$ cat src/rtl/extint_controller_v2.sv
// External interrupt controller: synchronised IRQ inputs, edge/level pending, enable mask,
// fixed lowest-index priority, bus-mapped PEND/EN/MODE/CLAIM registers and core acknowledge.
module extint_controller_v2 #(
    parameter int SRC_NUM       = 8,
    parameter int SYNC_STAGES   = 2,
    parameter int VA_WIDTH      = 4,
    parameter int BUS_WIDTH     = 32,
    parameter int BUS_ACC_WIDTH = 2,
    parameter int BUS_ACC_4B    = 2,
    localparam int ID_W         = $clog2(SRC_NUM + 1)
) (
    input  logic                     clk,
    input  logic                     rst,
    output logic                     ext_int_trigger,
    output logic [ID_W-1:0]          ext_int_id,
    input  logic                     ext_int_handled,
    input  logic [SRC_NUM-1:0]       ext_int_from,
    input  logic [VA_WIDTH-1:0]      addr,
    input  logic                     w_rb,
    input  logic [BUS_ACC_WIDTH-1:0] acc,
    output logic [BUS_WIDTH-1:0]     rdata,
    input  logic [BUS_WIDTH-1:0]     wdata,
    input  logic                     req,
    output logic                     resp,
    output logic                     fault
);

    logic [SRC_NUM-1:0]   s;
    logic [SRC_NUM-1:0]   s_prev_q;
    logic [SRC_NUM-1:0]   rise;
    logic [SRC_NUM-1:0]   pend_q;
    logic [SRC_NUM-1:0]   pend_d;
    logic [SRC_NUM-1:0]   en_q;
    logic [SRC_NUM-1:0]   mode_q;
    logic [SRC_NUM-1:0]   insvc_q;
    logic [SRC_NUM-1:0]   insvc_d;
    logic [SRC_NUM-1:0]   act;
    logic [SRC_NUM-1:0]   win_oh;
    logic [SRC_NUM-1:0]   w1c_oh;
    logic [SRC_NUM-1:0]   claim_oh;
    logic [SRC_NUM-1:0]   ack_oh;
    logic [SRC_NUM-1:0]   clr;
    logic [SRC_NUM-1:0]   cmpl_oh;
    logic [ID_W-1:0]      win_id;
    logic [ID_W-1:0]      id_q;
    logic                 trig_q;
    logic                 resp_q;
    logic [BUS_WIDTH-1:0] rdata_q;
    logic [BUS_WIDTH-1:0] rdata_d;
    logic [31:0]          addr_ext;
    logic [1:0]           sel;
    logic                 valid;
    logic                 wr;
    logic                 rd;

    // Bus decode; a faulting request is simply never considered valid.
    assign addr_ext = 32'(addr);
    assign sel      = addr[3:2];
    assign fault    = req & ((acc != BUS_ACC_WIDTH'(BUS_ACC_4B)) |
                             (addr[1:0] != 2'b00) | (addr_ext > 32'd12));
    assign valid    = req & ~fault;
    assign wr       = valid & w_rb;
    assign rd       = valid & ~w_rb;

    assign act    = pend_q & en_q & ~insvc_q;
    assign win_oh = act & (~act + SRC_NUM'(1));

    always_comb begin
        win_id = '0;
        for (int i = SRC_NUM - 1; i >= 0; i--) begin
            if (act[i]) begin
                win_id = ID_W'(i + 1);
            end
        end
    end

    // Claim read and core ack both target the same winner, so OR-ing them clears it once.
    assign w1c_oh   = (wr && sel == 2'd0) ? wdata[SRC_NUM-1:0] : '0;
    assign claim_oh = (rd && sel == 2'd3) ? win_oh : '0;
    assign ack_oh   = ext_int_handled ? win_oh : '0;
    assign clr      = w1c_oh | claim_oh | ack_oh;

    generate
        for (genvar gi = 0; gi < SRC_NUM; gi++) begin : g_src
            logic [SYNC_STAGES-1:0] chain_q;

            always_ff @(posedge clk or posedge rst) begin
                if (rst) begin
                    chain_q <= '0;
                end else begin
                    chain_q <= {chain_q[SYNC_STAGES-2:0], ext_int_from[gi]};
                end
            end

            assign s[gi]       = chain_q[SYNC_STAGES-1];
            assign rise[gi]    = s[gi] & ~s_prev_q[gi];
            // Level sources track the line; edge sources let a new edge beat any clear.
            assign pend_d[gi]  = mode_q[gi] ? s[gi] : (rise[gi] | (pend_q[gi] & ~clr[gi]));
            assign cmpl_oh[gi] = wr && (sel == 2'd3) && (wdata == BUS_WIDTH'(gi + 1));
            assign insvc_d[gi] = (insvc_q[gi] | claim_oh[gi]) & ~cmpl_oh[gi];
        end
    endgenerate

    always_comb begin
        rdata_d = rdata_q;
        if (rd) begin
            case (sel)
                2'd0: rdata_d = BUS_WIDTH'(pend_q);
                2'd1: rdata_d = BUS_WIDTH'(en_q);
                2'd2: rdata_d = BUS_WIDTH'(mode_q);
                2'd3: rdata_d = BUS_WIDTH'(win_id);
            endcase
        end
    end

    always_ff @(posedge clk or posedge rst) begin
        if (rst) begin
            s_prev_q <= '0;
            pend_q   <= '0;
            en_q     <= '0;
            mode_q   <= '0;
            insvc_q  <= '0;
            trig_q   <= 1'b0;
            id_q     <= '0;
            rdata_q  <= '0;
            resp_q   <= 1'b0;
        end else begin
            s_prev_q <= s;
            pend_q   <= pend_d;
            insvc_q  <= insvc_d;
            if (wr && sel == 2'd1) begin
                en_q <= wdata[SRC_NUM-1:0];
            end
            if (wr && sel == 2'd2) begin
                mode_q <= wdata[SRC_NUM-1:0];
            end
            trig_q  <= |act;
            id_q    <= win_id;
            rdata_q <= rdata_d;
            resp_q  <= valid;
        end
    end

    assign ext_int_trigger = trig_q;
    assign ext_int_id      = id_q;
    assign rdata           = rdata_q;
    assign resp            = resp_q;

endmodule
$ cat config.mk
export PLATFORM = sky130hd
export DESIGN_NAME = extint_controller_v2
export DESIGN_NICKNAME = d
export VERILOG_FILES = /design/src/rtl/extint_controller_v2.sv
export SDC_FILE = /design/constraint.sdc
export NUM_CORES = 1
export LEC_CHECK = 0
export CAP_MARGIN = 20
export CORE_ASPECT_RATIO = 0.75
export CORE_MARGIN = 10
export CORE_UTILIZATION = 48
export CTS_CLUSTER_DIAMETER = 100
export DETAILED_ROUTE_END_ITERATION = 8
export PLACE_DENSITY_LB_ADDON = 0.3
export SYNTH_ARGS = -nofsm -noshare
export SYNTH_HDL_FRONTEND = slang
export SYNTH_SLANG_ARGS = --single-unit
$ cat constraint.sdc
create_clock -name clk -period 2.5 [get_ports clk]
set_input_delay 0.375 -clock clk [delete_from_list [all_inputs] [get_ports clk]]
set_output_delay 0.375 -clock clk [all_outputs]
set_load 0.02 [all_outputs]
==> metrics.md <==
| Metric | Value |
|---|---|
| Detailed placement HPWL | 5870 um |
| Max Root-Sink Buffers | 2 |
| Number of standard cells after synthesis | 290 |
| Total vias in the final route | 2439 |
| Worst hold-check path type | reg2reg |
| Number of register bits inferred by synthesis | 70 |
| Crit. End Element | output port |
| Cell count of the worst hold path | 0 |
| Max-capacitance violation count | 0 |
| Avg Cell Area, Syn | 11.3 um2 |
| Reg2reg end | pend_q[7] |
| Die W | 115 um |
| Clock transition at the registers of the reported paths | 0.07 ns |
| Count of boundary I/O pins | 90 |
| Cell type contributing the most total cell area after synthesis | sky130_fd_sc_hd__dfrtp_1 |
| Min Tclk post-route | 2.25 ns |
| Slew margin rel. | between 60 and 70% |
| Number of CTS-inserted buffers | 9 |
| Worst setup SP type | primary input |
| Routability Congestion | around 0.9 |
| Delay contributed by the slowest stage of the critical path | 0.55 ns |
| Number of gates given a new drive strength after cts | 0 |
| DRC marker count from the first detailed-route iteration | 103 |
| Critical path class | in2out |
| Proportion of synthesized flip-flops having asynchronous set or reset | 100% |
| Num rows | 25 |
| Buf+Inv Stages, Crit Path | 2 |
| Effective utilization at floorplan | 50.6% |
| Critical path cell sequence | clkdlybuf4s50_1 -> nor4b_4 -> nor2_1 -> clkdlybuf4s50_1 |
| Unrepaired setup endpoints after global routing | false |
| Fraction of final layout cells sized beyond drive strength 1 | about an eighth |
| WL per Instance | 18.1 um |
| Leading post-synthesis cells by cell area | sky130_fd_sc_hd__dfrtp_1 (53%), sky130_fd_sc_hd__mux2_2 (6.2%), sky130_fd_sc_hd__buf_4 (5.5%), sky130_fd_sc_hd__mux2i_1 (3.1%), sky130_fd_sc_hd__a41o_1 (2.7%) |
| Power density over the cells | 653 nW/um2 |
| Clock network latency to the later pin of the worst-skew pair | 0.34 ns |
| Maximum fanout along the worst path | 7 |
| Most repeated cell in the gate-level netlist after synthesis | sky130_fd_sc_hd__dfrtp_1 |
| Total Die Area | around 11000 um2 |
| Count of endpoints failing hold in the final timing report | 0 |
| Total setup violations reported at the end of the flow | 0 |
| R2R Path Start | pend_q[3] |
| Beginning of the worst hold path | g_src[0].chain_q[0] |
| Root Buffer | sky130_fd_sc_hd__clkbuf_8 |
| Via-per-instance ratio | 5.44 |
| Setup slack on the worst flop-to-flop path | 0.60 ns |
| Router iterations before antenna repair | 4 |
| CTS tree | done |
| Final design utilization | between 60% and 70% |
| Area share of the largest cell type after synthesis | 53.4% |
| Cell area after layout | 4160 um2 |
| Height of the die | 91.6 um |
| Result of the run | completed |
| Global-route wire length before repair | approximately 13000 um |
| Synth Cell Area | 3280 um2 |
| Port Buf Inserts | between 60 and 70 |
| Final routed wirelength across all metal layers | ~8100 um |
| Post-detailed-route count of antenna-violating nets | 0 |
| CP top delay family | buffers and inverters |
| Leading register cell type out of synthesis | sky130_fd_sc_hd__dfrtp_1 |
| Number of sinks driven by the clock tree | 70 |
| Core Area | 6470 um2 |
| Most used cell, CP | sky130_fd_sc_hd__clkdlybuf4s50_1 |
| Pin count of the biggest net entering global routing | between 70 and 80 |
| Sum of negative setup slack | 0 ns |
| Post-detailed-placement cell area | 3970 um2 |
| Yosys Warn Count | 0 |
| Worst setup skew after layout | 0.00314 ns |
| # fillers | 537 |
| Ranking of synthesized cells by instance count | sky130_fd_sc_hd__dfrtp_1 (70), sky130_fd_sc_hd__buf_4 (24), sky130_fd_sc_hd__nand2_1 (20), sky130_fd_sc_hd__mux2_2 (18), sky130_fd_sc_hd__a21oi_1 (17) |
| H-Tree Level Count | 3 |
| Crit path arrival time | 1.87 ns |
| Fraction of the cycle the final worst path needs | 89.9% |
| Final-report max-slew violation count | 0 |
| Setup Buffers After CTS | 0 |
| End point of the most critical hold path | g_src[0].chain_q[1] |
| Area grow syn2layout | 26.9% |
| Critical path data required time | 2.12 ns |
| Worst hold margin | 0.349 ns |
| Vias in the first global route | 2579 |
| Aggregate global routing overflow | 0 |
| Crit path max-delay cell type | sky130_fd_sc_hd__clkdlybuf4s50_1 |
| Post-synth EDFFs | 0 |
| Antenna cells | 0 |
| DR DRC count | 0 |
| Number of hold-repair buffers added at the cts stage | 0 |
| F_max | 445 MHz |
| IR Drop Worst-Case VDD | 0.412 mV |
| Worst r2r path cells | 4 |
| Leakage | 1.88 nW |
| Least-Margin Pin Slew | 0.553 ns |
| Initial antenna violation count | 0 |
| Overall track demand over capacity in global routing | about 16% |
| Count of unique library cells instantiated by Yosys | 40 |
| Fraction of the yosys area taken by sequential cells | between 50 and 60% |
| NumNets Final | 413 |
[per-stage QoR]
| stage | power (mW) | std cells | setup slack, ns |
|---|---|---|---|
| 2_1_floorplan | 1.67 | 313 | 0.357 |
| 3_3_place_gp | 1.88 | 432 | 0.185 |
| 3_5_place_dp | 1.90 | 432 | 0.116 |
| 4_1_cts | 2.74 | 448 | 0.236 |
| 5_1_grt | 2.87 | 448 | 0.158 |
| 6_report | 2.72 | 448 | 0.252 |
[cell families after synthesis]
group / count (synthesis) / synth area share (%)
other: 1 / 0.114
AO/OA/AOI/OAI: 61 / 12.7
buffers and inverters: 47 / 8.47
multiplexers: 28 / 9.23
flip-flops: 70 / 53.4
AND/OR/NAND/NOR: 83 / 16.0
[worst register-to-register path: stages (launching register included)]
cell	delay, ns
sky130_fd_sc_hd__dfrtp_1	0.42
sky130_fd_sc_hd__and3b_1	0.27
sky130_fd_sc_hd__nor4_2	0.57
sky130_fd_sc_hd__o2111ai_1	0.25
sky130_fd_sc_hd__a41o_1	0.28
[sequential cells by signal, indices dropped and copies added, names as in the netlist]
name and cells:
en_q 8, resp 1, insvc_q 8, mode_q 8, ext_int_id 4, ext_int_trigger 1, rdata 8, g_src.chain_q 16
pend_q 8, s_prev_q 8
[report_power, final]
group / total, mW / switching, mW / internal, mW
logic: 0.555 / 0.286 / 0.269
clock network: 0.841 / 0.402 / 0.438
registers: 1.32 / 0.0722 / 1.25
[worst max-delay path by stage]
stage | start | endpoint | slack (ns) | cells past startpoint
2_1_floorplan | rst | en_q[0] | 0.36 | 1
3_5_place_dp | acc[0] | mode_q[0] | 0.12 | 5
6_report | acc[0] | fault | 0.25 | 4
3_3_place_gp | acc[0] | rdata[1] | 0.19 | 5
4_1_cts | acc[0] | fault | 0.24 | 4
5_1_grt | acc[0] | fault | 0.16 | 4
[final cells by class]
cell class / instances / area, um2 / area share, %
clock buffer: 13 / 169 / 4.06
clock inverter: 3 / 17.5 / 0.421
inverter: 11 / 41.3 / 0.992
multi-input combinational: 196 / 1340 / 32.1
sequential: 70 / 1750 / 42.1
tap: 81 / 101 / 2.44
timing repair buffer: 74 / 743 / 17.9
[placed cells by master, fill, tap and decap left out, types with 4 or more instances in the layout]
cell,n
sky130_fd_sc_hd__and3b_1,8
sky130_fd_sc_hd__nor2_1,15
sky130_fd_sc_hd__nor2b_1,4
sky130_fd_sc_hd__clkdlybuf4s50_1,65
sky130_fd_sc_hd__mux2i_1,10
sky130_fd_sc_hd__buf_4,7
sky130_fd_sc_hd__nor4_1,8
sky130_fd_sc_hd__o211ai_1,7
sky130_fd_sc_hd__a41o_1,9
sky130_fd_sc_hd__nand2_1,20
sky130_fd_sc_hd__mux2_2,18
sky130_fd_sc_hd__dfrtp_1,70
sky130_fd_sc_hd__a21oi_1,17
sky130_fd_sc_hd__inv_1,10
sky130_fd_sc_hd__nand3b_1,7
sky130_fd_sc_hd__conb_1,24
sky130_fd_sc_hd__clkbuf_8,12
sky130_fd_sc_hd__a31oi_1,5
sky130_fd_sc_hd__a21boi_0,8
sky130_fd_sc_hd__o21ai_0,8
[routing by layer]
| layer | GRT usage (%) | part of all wire, % | vias up | wire length (um) |
|---|---|---|---|---|
| met1 | 19.5 | 44 | 1199 | 3570 |
| li1 | - | - | 1141 | - |
| met2 | 25.5 | 47 | 95 | 3780 |
| met5 | 0 | 0 | - | 0 |
| met4 | 3.79 | 0.70 | 0 | 57 |
| met3 | 5.85 | 8.6 | 4 | 699 |
No activity file was read; power rests on OpenSTA's default activity.
